==> config.mk <==
export PLATFORM = sky130hd
export DESIGN_NAME = fetch_sequencer
export DESIGN_NICKNAME = d
export VERILOG_FILES = /design/src/rtl/fetch_pkg.sv /design/src/rtl/fetch_sequencer.sv
export SDC_FILE = /design/constraint.sdc
export NUM_CORES = 1
export LEC_CHECK = 0
export CAP_MARGIN = 0
export CORE_MARGIN = 5
export CORE_UTILIZATION = 45
export CTS_CLUSTER_SIZE = 40
export DETAILED_ROUTE_END_ITERATION = 10
export PLACE_DENSITY = 0.78
export SYNTH_ARGS = -nofsm -noshare
export SYNTH_HDL_FRONTEND = slang
export SYNTH_SLANG_ARGS = --single-unit
==> constraint.sdc <==
create_clock -name clk -period 5.2 [get_ports clk]
set_input_delay 1.04 -clock clk [delete_from_list [all_inputs] [get_ports clk]]
set_output_delay 1.04 -clock clk [all_outputs]
set_load 0.03 [all_outputs]
==> src/rtl/fetch_pkg.sv <==
// fetch_pkg: shared types and constants for the instruction fetch sequencer
package fetch_pkg;
  typedef enum logic [2:0] {
    IDLE  = 3'd0,
    LOAD  = 3'd1,
    ISSUE = 3'd2,
    WAIT  = 3'd3,
    HOLD  = 3'd4,
    HALT  = 3'd5
  } state_t;
  localparam logic [1:0] FC_NONE = 2'd0;
  localparam logic [1:0] FC_PC_RANGE = 2'd1;
  localparam logic [1:0] FC_FILL = 2'd2;
  localparam logic [1:0] FC_LOAD_OVF = 2'd3;
  localparam logic [31:0] FILL_WORD = 32'hDEADBEEF;
  localparam int DEF_MEM_SIZE = 1024;
endpackage

==> src/rtl/fetch_sequencer.sv <==
// fetch_sequencer: loads a program into instruction memory and streams fetched instructions to decode
module fetch_sequencer
  import fetch_pkg::*;
#(
  parameter int MEM_SIZE = DEF_MEM_SIZE,
  parameter logic [31:0] RESET_PC = 32'h0
) (
  input  logic        clk,
  input  logic        reset,
  input  logic        load_req,
  input  logic        prog_valid,
  output logic        prog_ready,
  input  logic [31:0] prog_data,
  input  logic        prog_last,
  input  logic        start,
  input  logic        redirect_valid,
  input  logic [31:0] redirect_pc,
  output logic [31:0] mem_addr,
  output logic [31:0] mem_wdata,
  output logic        mem_load,
  input  logic [31:0] mem_rdata,
  output logic        inst_valid,
  input  logic        inst_ready,
  output logic [31:0] inst,
  output logic [31:0] inst_pc,
  output logic [2:0]  state,
  output logic        fault,
  output logic [1:0]  fault_code
);
  localparam logic [31:0] SIZE = 32'(MEM_SIZE);
  localparam logic [31:0] LAST = SIZE - 32'd1;
  state_t st, nxt;
  logic [31:0] pc, load_ptr;
  assign state = st;
  // state register
  always_ff @(posedge clk or posedge reset) begin
    if (reset) st <= IDLE;
    else st <= nxt;
  end
  // next-state decode; redirect outranks every other exit from the fetch states
  always_comb begin
    nxt = st;
    case (st)
      IDLE, HALT: nxt = load_req ? LOAD : start ? ISSUE : st;
      LOAD:       nxt = (mem_load && (prog_last || load_ptr == LAST)) ? IDLE : LOAD;
      ISSUE:      nxt = redirect_valid ? ISSUE : (pc >= SIZE) ? HALT : WAIT;
      WAIT:       nxt = redirect_valid ? ISSUE : (mem_rdata == FILL_WORD) ? HALT : HOLD;
      HOLD:       nxt = (redirect_valid || inst_ready) ? ISSUE : HOLD;
      default:    nxt = IDLE;
    endcase
  end
  // memory-side outputs; reset forces st to IDLE so these drop immediately
  always_comb begin
    prog_ready = st == LOAD;
    mem_load = prog_ready && prog_valid;
    mem_addr = prog_ready ? load_ptr : pc;
    mem_wdata = prog_data;
  end
  // datapath: pc, load pointer, instruction capture and sticky fault (first cause kept)
  always_ff @(posedge clk or posedge reset) begin
    if (reset) begin
      pc <= RESET_PC;
      load_ptr <= '0;
      inst <= '0;
      inst_pc <= '0;
      inst_valid <= 1'b0;
      fault <= 1'b0;
      fault_code <= FC_NONE;
    end else begin
      case (st)
        IDLE, HALT: begin
          if (load_req) load_ptr <= '0;
          else if (start) pc <= RESET_PC;
          if (load_req || start) begin
            fault <= 1'b0;
            fault_code <= FC_NONE;
          end
        end
        LOAD: if (mem_load) begin
          load_ptr <= load_ptr + 32'd1;
          if (!prog_last && load_ptr == LAST) begin
            fault <= 1'b1;
            if (!fault) fault_code <= FC_LOAD_OVF;
          end
        end
        ISSUE: begin
          if (redirect_valid) pc <= redirect_pc;
          else if (pc >= SIZE) begin
            fault <= 1'b1;
            if (!fault) fault_code <= FC_PC_RANGE;
          end
        end
        WAIT: begin
          if (redirect_valid) pc <= redirect_pc;
          else begin
            inst <= mem_rdata;
            inst_pc <= pc;
            if (mem_rdata == FILL_WORD) begin
              fault <= 1'b1;
              if (!fault) fault_code <= FC_FILL;
            end else inst_valid <= 1'b1;
          end
        end
        HOLD: begin
          if (redirect_valid) pc <= redirect_pc;
          else if (inst_ready) pc <= pc + 32'd1;
          if (redirect_valid || inst_ready) inst_valid <= 1'b0;
        end
        default: ;
      endcase
    end
  end
endmodule

## Yosys cells after proc, flatten, opt, wreduce, memory -nomap -nowiden

Index checks and enable logic that the tools add are counted.
Widths: inputs -> output; s select.

| cells by class | value |
|---|---|
| $add $sub $neg | 2 |
| multiply operators | 0 |
| div/mod/pow operators | 0 |
| order comparisons | 1 |
| equal/unequal tests | 25 |
| shift operators | 0 |
| mux-type cells | 42 |
| bitwise logic cells | 1 |
| reductions and logical operators | 20 |

Operators with widths:

| cell | number |
|---|---|
| $mux 32 | 8 |
| $pmux 32 s3 | 1 |
| $add 32x1->32 const B | 2 |
| $pmux 32 s2 | 1 |
| $eq 32x10->1 const B | 1 |
| $eq 32x32->1 const B | 1 |
| $ge 32x11->1 const B | 1 |
| $ne 2x2->1 const B | 13 |
| $mux 2 | 10 |
| $mux 3 | 6 |
| $pmux 3 s5 | 1 |
| $mux 1 | 12 |
| $reduce_and 11->1 | 1 |
| $pmux 2 s4 | 1 |
| $reduce_and 8->1 | 1 |
| $eq 3x2->1 const B | 2 |
| $eq 3x3->1 const B | 2 |
| $ne 2x1->1 const B | 3 |
| $ne 3x3->1 const B | 2 |
| $reduce_and 5->1 | 1 |
| $pmux 1 s4 | 1 |
| $reduce_and 4->1 | 1 |
| $reduce_bool 2->1 | 2 |
| $reduce_bool 4->1 | 1 |
| other kinds (11) | 16 |

| word-level totals | value |
|---|---|
| flip-flop bits (word level) | 135 |
| bits in latches | 0 |
| bits in writable memories | 0 |
| ROM bits | 0 |
| output and inout bits | 137 |
| word-level logic and storage cells | 99 |
| memories | 0 |

## Longest topological paths before layout

Gate-level depths: netlist of the first run.

| logic depth | value |
|---|---|
| depth after elaboration | 5 |
| depth in mapped cells | 8 |
| depth with buffers taken out | 7 |

## Worst setup path before layout of the first run

No wires, ideal clock.

| timing | value |
|---|---|
| kind | register -> output |
| from | register st[0] (netlist: state[0]) |
| to | output mem_addr[0] |
| data arrival time | 2.653 ns |
| setup slack | 1.507 ns |
| cell stages (with the launch flop) | 7 |
| cells stage by stage | dfrtp_1 -> buf_2 -> clkbuf_1 -> nor3b_1 -> buf_2 -> clkbuf_1 -> o21ai_0 |

| between the ends | value |
|---|---|
| word-level cells in the longest chain between the ends | 2 |

Ends and longest elaborated chain:

| element | RTL line | source |
|---|---|---|
| from (decl) | fetch_sequencer.sv:32 | `state_t st, nxt;` |
| from (signal assigned) | fetch_sequencer.sv:38 | `else st <= nxt;` |
| $eq 3x1->1 | fetch_sequencer.sv:54 | `prog_ready = st == LOAD;` |
| named net prog_ready | fetch_sequencer.sv:12 | `output logic prog_ready,` |
| $mux 32 | fetch_sequencer.sv:56 | `mem_addr = prog_ready ? load_ptr : pc;` |
| to (decl) | fetch_sequencer.sv:18 | `output logic [31:0] mem_addr,` |

The timed path passes the listed nets, and every way through them passes these cells.

## Worst setup path in the final report of the first run

| timing | value |
|---|---|
| from | input prog_valid |
| to | output mem_load |

| between the ends | value |
|---|---|
| word-level cells in the longest chain between the ends | 1 |

Ends and longest elaborated chain:

| element | RTL line | source |
|---|---|---|
| from (decl) | fetch_sequencer.sv:11 | `input logic prog_valid,` |
| $logic_and 1x1->1 | fetch_sequencer.sv:55 | `mem_load = prog_ready && prog_valid;` |
| to (decl) | fetch_sequencer.sv:20 | `output logic mem_load,` |

No other way between the ends.

==> run metrics, run 1 <==
status=finished clean; initial antenna violation count=1; Slew @ Worst Pin=1.01 ns; R2R Path Start=state[0]$_DFFE_PP0P_; PortBufs=176; post-synthesis mux area share=14.8%; DIE AREA=0.0193 mm^2; Post-Synth Simple-Gate Area=17.0%; first-pass GRT wire length=36,000 um; Die W=~140 um; Critical Path End=mem_load; number of synthesized flops with an enable pin=0; main combinational cell family by area after synthesis=simple AND/OR/NAND/NOR gates; Cell Pwr Density=~640 mW/mm^2; DRC=0; MaxCap Viol Count=0; synthesis-to-layout area growth=30.9%; WS Path Type=primary input to primary output; Detail Placement HPWL=16,200 um; met3 WL post-DR=2410 um; Synth Area in Compound Gates=between 10 and 15%; highest routing layer actually used=met4; reg-to-reg critical path endpoint=load_ptr[29]$_DFFE_PP0P_; setup bufs post-CTS=0; Syn Inst Count=752; Clk Latency, worst-skew pair=0.43 ns; Yosys top cell area share=45.1%; R2R Setup Slk=2.41 ns; CTS Root Buffer Type=clkbuf_16; Routed Antenna Nets=0; top-count cell post-synth=dfrtp_1; htree depth=4; clock buffer depth=2; unrepaired setup endpoints after global routing=false; sequential fraction of the synthesis area=45.1%; Synth top cells by count=135 x dfrtp_1, 92 x mux2_2, 51 x o21ai_0, 50 x nand2_1, 46 x nor2_1; Avg Vias per Cell=5.97; Synth Register Bits=135; hold slack=about 0.49 ns; Register-to-Register Path Depth=7; CTS tree=yes; CTS buffer count=17; 1st-iter DRT viols=750; Tcrit/Tclk final=roughly 83%; Worst Path Required=around 4.2 ns; slew margin rel.=32.1%; VDD IR max=0.372 mV; dominant cells by area after synthesis=dfrtp_1 45%, mux2_2 14%, o21ai_0 3.4%; Die Height=between 100 and 150 um; fin. max-slew vios=0; initial core utilization=45.5%; Clock transition at path regs=0.06 ns; CP max FO=12; post-synthesis net count=~860; Layout Skew=around 0.018 ns; crit path time final=4.34 ns; vias in the first global route=between 6,000 and 7,000; cts hold-fix bufs=0; GPL Wtd Cong=0.898; Setup crit start=prog_valid; share of cells above drive strength 1=16.5%; final setup TNS=0 ns; core area=approximately 0.016 mm^2; largest net degree at the start of global routing=77; # IOs=~240; Post-synth ARST share=100%; WL/cell=about 20 um; XOR/XNOR Fraction of Synth Area=1.99%; Finish-stage setup viols=0; Overflow after GRT=0; Nets=990; post-synthesis adder-cell area fraction=0.501%; leakage=0.00396 uW; DR vias=6,672; hold crit path type=register to register; synthesized area=0.00750 mm^2; storage element area=0.00338 mm^2; Fillers=1,394; gr usage total=23.1%; met1 wire length=between 9000 and 10,000 um; Resize count post-CTS=0; final hold violation count=0; Multi-input gate area=approximately 0.0036 mm^2; crit end category=primary output; Yosys top cell by area=dfrtp_1; syn_area_per_cell=9.97 um^2; clk sinks=135; Tot Pwr=around 6200 uW; Cell variety after synth=64; Fmax=231 MHz; top_reg_cell synth=dfrtp_1; arrival time worst endpoint=3.30 ns; met2 WL=10,600 um; drt total wl=22,600 um; Startpoint Class=primary input; yosys warns=0; # rows=47; Initial DRT Pass Iterations=6
-- cells by family after synthesis --
| logic type | Yosys count |
|---|---|
| flip-flops | 135 |
| XOR/XNOR | 17 |
| AO/OA/AOI/OAI | 165 |
| AND/OR/NAND/NOR | 239 |
| buffers and inverters | 94 |
| multiplexers | 99 |
| adder cells (fa/ha/maj) | 3 |
-- metal layers --
metal / track usage [%] / vias to the layer above
met1: 29.2 / 3263
met5: 0 / -
met2: 36.6 / 337
li1: - / 3035
met4: 7.62 / 0
met3: 8.93 / 37
-- cells in the final DEF (no fill, tap or decap), types with 6 or more instances in the layout --
cell / n
clkdlybuf4s50_1: 176
dfrtp_1: 135
mux2_2: 92
o21ai_0: 51
nand2_1: 50
nor2_1: 46
a21oi_1: 30
nand3_1: 29
nand4_1: 20
nor3_1: 19
inv_1: 17
clkbuf_16: 17
nor4_1: 16
and3_1: 11
buf_4: 11
a31oi_1: 10
xnor2_1: 9
xor2_1: 8
o211ai_1: 7
o31ai_1: 7
nand2b_1: 6
a221oi_1: 6
mux2i_1: 6
o22ai_1: 6
-- stage by stage --
step / cells / util [%] / area (um^2) / setup slack, ns
3_5_place_dp: 1084 / 56.0 / 9220 / 0.903
3_3_place_gp: 1084 / 56.0 / 9220 / 0.940
2_1_floorplan: 752 / - / 7500 / 0.549
5_1_grt: 1117 / 59.6 / 9810 / 0.768
4_1_cts: 1116 / 59.6 / 9810 / 0.897
6_report: 1117 / 59.6 / 9810 / 0.862
-- how the worst min path moves through the flow --
stage                         startpoint                   endpoint  slack (ns)  cells after the start
2_1_floorplan   load_ptr[31]$_DFFE_PP0P_   load_ptr[31]$_DFFE_PP0P_        0.46                      1
3_3_place_gp   fault_code[0]$_DFFE_PP0P_  fault_code[0]$_DFFE_PP0P_        0.48                      1
3_5_place_dp   fault_code[0]$_DFFE_PP0P_  fault_code[0]$_DFFE_PP0P_        0.49                      1
4_1_cts        fault_code[0]$_DFFE_PP0P_  fault_code[0]$_DFFE_PP0P_        0.50                      1
5_1_grt          inst_pc[18]$_DFFE_PP0P_    inst_pc[18]$_DFFE_PP0P_        0.52                      1
6_report       fault_code[0]$_DFFE_PP0P_  fault_code[0]$_DFFE_PP0P_        0.49                      1
-- sequential cells by signal, indices dropped and copies added (netlist names) --
signal / flops
inst: 32
inst_pc: 32
load_ptr: 32
pc: 32
state: 3
fault_code: 2
fault: 1
inst_valid: 1
-- power by group --
part / switching [uW] / total, uW / internal (uW)
sequential: 453 / 1890 / 1430
combinational: 1780 / 3150 / 1370
clock: 487 / 1210 / 724
total: 2720 / 6250 / 3530
-- critical path, stage by stage --
cell and delay, ns:
clkdlybuf4s50_1 0.51, nand4bb_1 0.47, inv_1 0.50, clkdlybuf4s50_1 0.77
-- final cells by class --
| cell class | count | area share, % |
|---|---|---|
| repair buffers | 187 | 18.8 |
| clock inverters | 13 | 1.52 |
| inverters | 19 | 0.778 |
| well taps | 220 | 2.80 |
| multi-input cells | 523 | 37.1 |
| flip-flops and latches | 135 | 34.4 |
| clock buffers | 19 | 4.51 |
| diodes | 1 | 0.0255 |
(Power assumes the default switching activity.)
==> inputs of run 2 (changes only) <==
- CORE_UTILIZATION: 45 -> 43
- clock period: 5.2 -> 3.95 ns (I/O delays scaled with it)
==> run metrics, run 2 (synthesis gave the netlist of run 1 again) <==
Clock transition at path regs=0.06 ns (about the same); vias in the first global route=6,554 (-2.1%); gr usage total=22.3% (-0.85 points); initial core utilization=43.6% (-1.9 points); Register-to-Register Path Depth=5 (-2); first-pass GRT wire length=35,600 um (-1.1%); GPL Wtd Cong=0.925 (+3.1%); sequential share of power=29.3% (-0.9 points); 1st-iter DRT viols=687 (-8.4%); Slowest-stage cell, CP=clkdlybuf4s50_1; WS Path Type=register to primary output; final instance area=0.00993 mm^2 (+1.1%); DP Area=0.00934 mm^2 (+1.2%); Die W=142 um (+2.1%); PortBufs=176 (unchanged); Cell Pwr Density=835 mW/mm^2 (+31%); CP max FO=39 (+27); Finish-stage setup viols=0 (unchanged); DRC=0 (unchanged); fin. max-slew vios=0 (unchanged); Detail Placement HPWL=16,700 um (+2.6%); largest net degree at the start of global routing=56 (-27%); MaxCap Viol Count=0 (unchanged); Layout Skew=0.0104 ns (-0.00768 ns); most frequent cells in the layout=176 x clkdlybuf4s50_1, 135 x dfrtp_1, 92 x mux2_2, 51 x o21ai_0, 50 x nand2_1; Die Height=142 um (+2.1%); Critical Path End=mem_addr[31]; Initial DRT Pass Iterations=6 (unchanged); Routed Antenna Nets=0 (unchanged); crit end category=primary output; Tcrit/Tclk final=roughly nine tenths; initial antenna violation count=0 (-1); Crit. path cell count=4 (unchanged); Fmax=282 MHz; # IOs=241 (unchanged); power share of the combinational group=51.4% (+1.0 points); Psw=3590 uW (+32%); Nets=998 (+0.81%); hold path depth=1 (unchanged); # rows=48 (+2.1%); hold crit path type=register to register; reg-to-reg critical path endpoint=pc[21]$_DFFE_PP0P_; pre-CTS setup slack=0.421 ns (-0.483 ns); clock buffer depth=2 (unchanged); DIE AREA=0.0202 mm^2 (+4.3%); Slew @ Worst Pin=0.951 ns (-0.0576 ns); Overflow after GRT=0 (unchanged); arrival time worst endpoint=2.76 ns (-0.54 ns); CTS Root Buffer Type=clkbuf_16; Setup crit start=state[2]$_DFFE_PP0P_; synthesis-to-layout area growth=32.4%; slew margin rel.=36.0% (+3.9 points); cts hold-fix bufs=0 (unchanged); core area=0.0172 mm^2 (+4.3%); share of cells above drive strength 1=17.4% (+0.85 points); CTS tree=yes; Worst Path Required=3.16 ns (-1.00 ns); R2R Path Start=state[2]$_DFFE_PP0P_; CTS buffer count=17 (unchanged); ANT cells=0 (-1); status=finished clean; drt total wl=22,500 um (-0.53%); DR vias=6,622 (-0.75%); crit path time final=3.55 ns; final hold violation count=0 (unchanged); crit path buf inv count=2 (-1); WL/cell=19.9 um (-1.6%); Avg Vias per Cell=5.87 (-1.8%); htree depth=4 (unchanged); VDD IR max=0.573 mV (+54%); Clock Power Share=19.4% (about the same); Top Family by Delay on Critical Path=buffers and inverters; slowest stage delay, CP=0.60 ns (-0.17 ns); unrepaired setup endpoints after global routing=false; most common cell after layout, fill and taps aside=clkdlybuf4s50_1; Final WS setup=0.404 ns (-0.458 ns); leakage=0.00402 uW (+1.4%); Startpoint Class=register; R2R Setup Slk=1.16 ns (-1.25 ns); Internal=4690 uW (+33%); CP cell instances=nor3b_2 > buf_12 > mux2_2 > clkdlybuf4s50_1; clk sinks=135 (unchanged); Clk Latency, worst-skew pair=0.43 ns (about the same); final setup TNS=0 ns (unchanged); Switching Share=43.3% (-0.14 points); setup bufs post-CTS=0 (unchanged); hold slack=0.491 ns (-0.00270 ns); Resize count post-CTS=0 (unchanged)
==> run 2: layout make-up <==
| class | instances | area, um^2 |
|---|---|---|
| Fill cell | 1491 | 7250 |
| Clock buffer | 17 | 425 |
| Timing Repair Buffer | 195 | 1950 |
| Tap cell | 225 | 282 |
| Multi-Input combinational cell | 523 | 3650 |
| Inverter | 19 | 75.1 |
| Clock inverter | 15 | 166 |
| Sequential cell | 135 | 3380 |
==> run 2: power groups by stage <==
stage                     registers, uW  logic (uW)  clock network (uW)
final                              2420        4260                1600
after global routing               2490        4520                1690
after CTS                          2410        4270                1630
after detailed placement           2430        4250                   0
after global placement             2410        4210                   0
after floorplan                    2910        2080                   0
==> run 2: routing by layer <==
layer	part of all wire [%]	up-vias	wire, um	GRT usage, %
li1	-	3035	-	-
met3	10	61	2310	7.43
met4	2.9	0	644	8.13
met5	0	-	0	0
met2	47	343	10500	34.8
met1	40	3183	9050	28.9
==> run 2: worst min-delay path by stage <==
stage | from | endpoint | slack, ns
global route | inst_pc[5]$_DFFE_PP0P_ | inst_pc[5]$_DFFE_PP0P_ | 0.51
CTS | fault_code[0]$_DFFE_PP0P_ | fault_code[0]$_DFFE_PP0P_ | 0.50
global placement | fault_code[0]$_DFFE_PP0P_ | fault_code[0]$_DFFE_PP0P_ | 0.48
detailed placement | fault_code[0]$_DFFE_PP0P_ | fault_code[0]$_DFFE_PP0P_ | 0.48
finish | fault_code[0]$_DFFE_PP0P_ | fault_code[0]$_DFFE_PP0P_ | 0.49
floorplan | load_ptr[31]$_DFFE_PP0P_ | load_ptr[31]$_DFFE_PP0P_ | 0.46
==> run 2: metrics by stage <==
step	std cells	util [%]	power [uW]
after floorplan	752	-	4980
after global placement	1097	54.3	6610
after detailed placement	1097	54.3	6680
after CTS	1129	57.8	8300
after global routing	1129	57.8	8710
final	1129	57.8	8290
==> inputs of run 3 (changes only) <==
- CELL_PAD_IN_SITES_DETAIL_PLACEMENT: unset -> 0
- CELL_PAD_IN_SITES_GLOBAL_PLACEMENT: unset -> 1
- CORE_MARGIN: 5 -> 4
- CORE_UTILIZATION: 43 -> 32
- PLACE_DENSITY: 0.78 -> unset
- PLACE_DENSITY_LB_ADDON: unset -> 0.1
==> run metrics, run 3 (synthesis gave the netlist of run 1 again) <==
gr usage total=19.9% (-2.4 points); Cell Count, Final, Fillers Out=1,219 (+8.0%); most frequent cells in the layout=176 x clkdlybuf4s50_1, 135 x dfrtp_1, 92 x mux2_2, 51 x o21ai_0, 50 x nand2_1; Routed Antenna Nets=0 (unchanged); final setup TNS=0 ns (unchanged); Detail Placement HPWL=19,000 um (+14%); largest net degree at the start of global routing=78 (+39%); placed insts=1,187 (+8.2%); clk sinks=135 (unchanged); Nets=1,000 (+0.20%); share of cells above drive strength 1=17.5% (+0.18 points); crit path time final=3.49 ns (-0.0528 ns); unrepaired setup endpoints after global routing=false; Worst Hold Path EP=load_ptr[31]$_DFFE_PP0P_; Avg Vias per Cell=5.50 (-6.2%); status=finished clean; initial antenna violation count=0 (unchanged); first-pass GRT wire length=40,600 um (+14%); Slew @ Worst Pin=1.22 ns (+0.265 ns); min-delay src=load_ptr[31]$_DFFE_PP0P_; DR vias=6,706 (+1.3%); CTS tree=yes; cts hold-fix bufs=0 (unchanged); htree depth=4 (unchanged); PortBufs=176 (unchanged); R2R Setup Slk=1.16 ns (about the same); DRC=0 (unchanged); # rows=55 (+15%); Tot Pwr=8500 uW (+2.6%); vias in the first global route=7,025 (+7.2%); initial core utilization=32.8% (-11 points); reg-to-reg critical path endpoint=pc[16]$_DFFE_PP0P_; Initial DRT Pass Iterations=5 (-1); drt total wl=25,900 um (+15%); WS Path Type=register to primary output; final instance area=0.0101 mm^2 (+1.5%); Core Util, Final=44.1% (-14 points); GPL Wtd Cong=0.877 (-5.2%); Register-to-Register Path Depth=6 (+1); core area=0.0228 mm^2 (+33%); setup bufs post-CTS=0 (unchanged); Worst Path Required=3.16 ns (about the same); Clock transition at path regs=0.07 ns (about the same); DP Area=0.00945 mm^2 (+1.2%); fin. max-slew vios=0 (unchanged); hold path depth=1 (unchanged); slew margin rel.=18.1% (-18 points); # IOs=241 (unchanged); CTS Root Buffer Type=clkbuf_16; 1st-iter DRT viols=444 (-35%); Startpoint Class=register; arrival time worst endpoint=2.70 ns (-0.06 ns); R2R Path Start=pc[1]$_DFFE_PP0P_; leakage=0.00405 uW (+0.70%); Die Height=161 um (+13%); Tcrit/Tclk final=88.4% (-1.3 points); crit end category=primary output; hold crit path type=register to register; slowest stage delay, CP=0.62 ns (+0.02 ns); final hold violation count=0 (unchanged); ANT cells=0 (unchanged); Overflow after GRT=0 (unchanged); Layout Skew=0.0105 ns (+0.000136 ns); Slowest-stage cell, CP=clkdlybuf4s50_1; synthesis-to-layout area growth=34.4%; CP max FO=29 (-26%); Finish-stage setup viols=0 (unchanged); Cell Pwr Density=844 mW/mm^2 (+1.1%); WL/cell=21.2 um (+6.7%); DIE AREA=0.0259 mm^2 (+29%); Clk Latency, worst-skew pair=0.43 ns (about the same); VDD IR max=0.401 mV (-30%); clock buffer depth=2 (unchanged); CP cell instances=nor3b_2 > buf_4 > mux2_2 > clkdlybuf4s50_1; Fmax=286 MHz (+1.5%); Die W=161 um (+13%); most common cell after layout, fill and taps aside=clkdlybuf4s50_1; CTS buffer count=17 (unchanged); MaxCap Viol Count=0 (unchanged); Resize count post-CTS=0 (unchanged)
## run 3: cell types whose count changed in the layout (fill, tap and decap cells not counted)
cell and delta:
bufinv_16 +1, buf_12 -1, buf_4 +3, inv_6 -1, clkinv_4 +1, inv_8 +1
clkinv_2 -1, clkinvlp_4 -2, clkbuf_8 +1
## run 3: stage by stage
stage               hold WS [ns]  setup WS [ns]
floorplan                  0.462          0.507
detailed placement         0.493          0.561
CTS                        0.502          0.438
finish                     0.504          0.457
global placement           0.481          0.629
global route               0.518          0.388
## run 3: worst max-delay path, delay by kind of cell (launching register included)
family                 cells  cell delay [ns]
AND/OR/NAND/NOR            1             0.32
multiplexers               1             0.41
buffers and inverters      2             0.97
flip-flops                 1             0.57
## run 3: layer usage
layer	global-route usage (%)	wire, um	up-vias
met5	0	0	-
met4	6.48	487	0
li1	-	-	3044
met3	5.69	2010	42
met1	26.6	11300	3370
met2	31.3	12100	250
## run 3: cell type report
class / count / area [um^2]
multi-input cells: 523 / 3650
flip-flops and latches: 135 / 3380
fillers: 2228 / 12800
repair buffers: 197 / 1960
well taps: 313 / 392
clock inverters: 14 / 188
clock buffers: 18 / 439
inverters: 19 / 75.1
## run 3: where the power goes
| part | switching (uW) | internal [uW] | total (uW) |
|---|---|---|---|
| clock network | 693 | 1030 | 1720 |
| registers | 601 | 1880 | 2490 |
| logic | 2420 | 1870 | 4290 |
| total | 3710 | 4790 | 8500 |
## run 3: how the worst max path moves through the flow
| stage | cells after the start | slack (ns) | from | endpoint |
|---|---|---|---|---|
| 2_1_floorplan | 6 | 0.51 | state[0]$_DFFE_PP0P_ | mem_addr[0] |
| 3_5_place_dp | 7 | 0.56 | mem_rdata[5] | fault_code[0]$_DFFE_PP0P_ |
| 4_1_cts | 4 | 0.44 | state[2]$_DFFE_PP0P_ | mem_addr[17] |
| 3_3_place_gp | 7 | 0.63 | mem_rdata[5] | fault_code[0]$_DFFE_PP0P_ |
| 6_report | 4 | 0.46 | state[2]$_DFFE_PP0P_ | mem_addr[17] |
| 5_1_grt | 4 | 0.39 | state[2]$_DFFE_PP0P_ | mem_addr[17] |
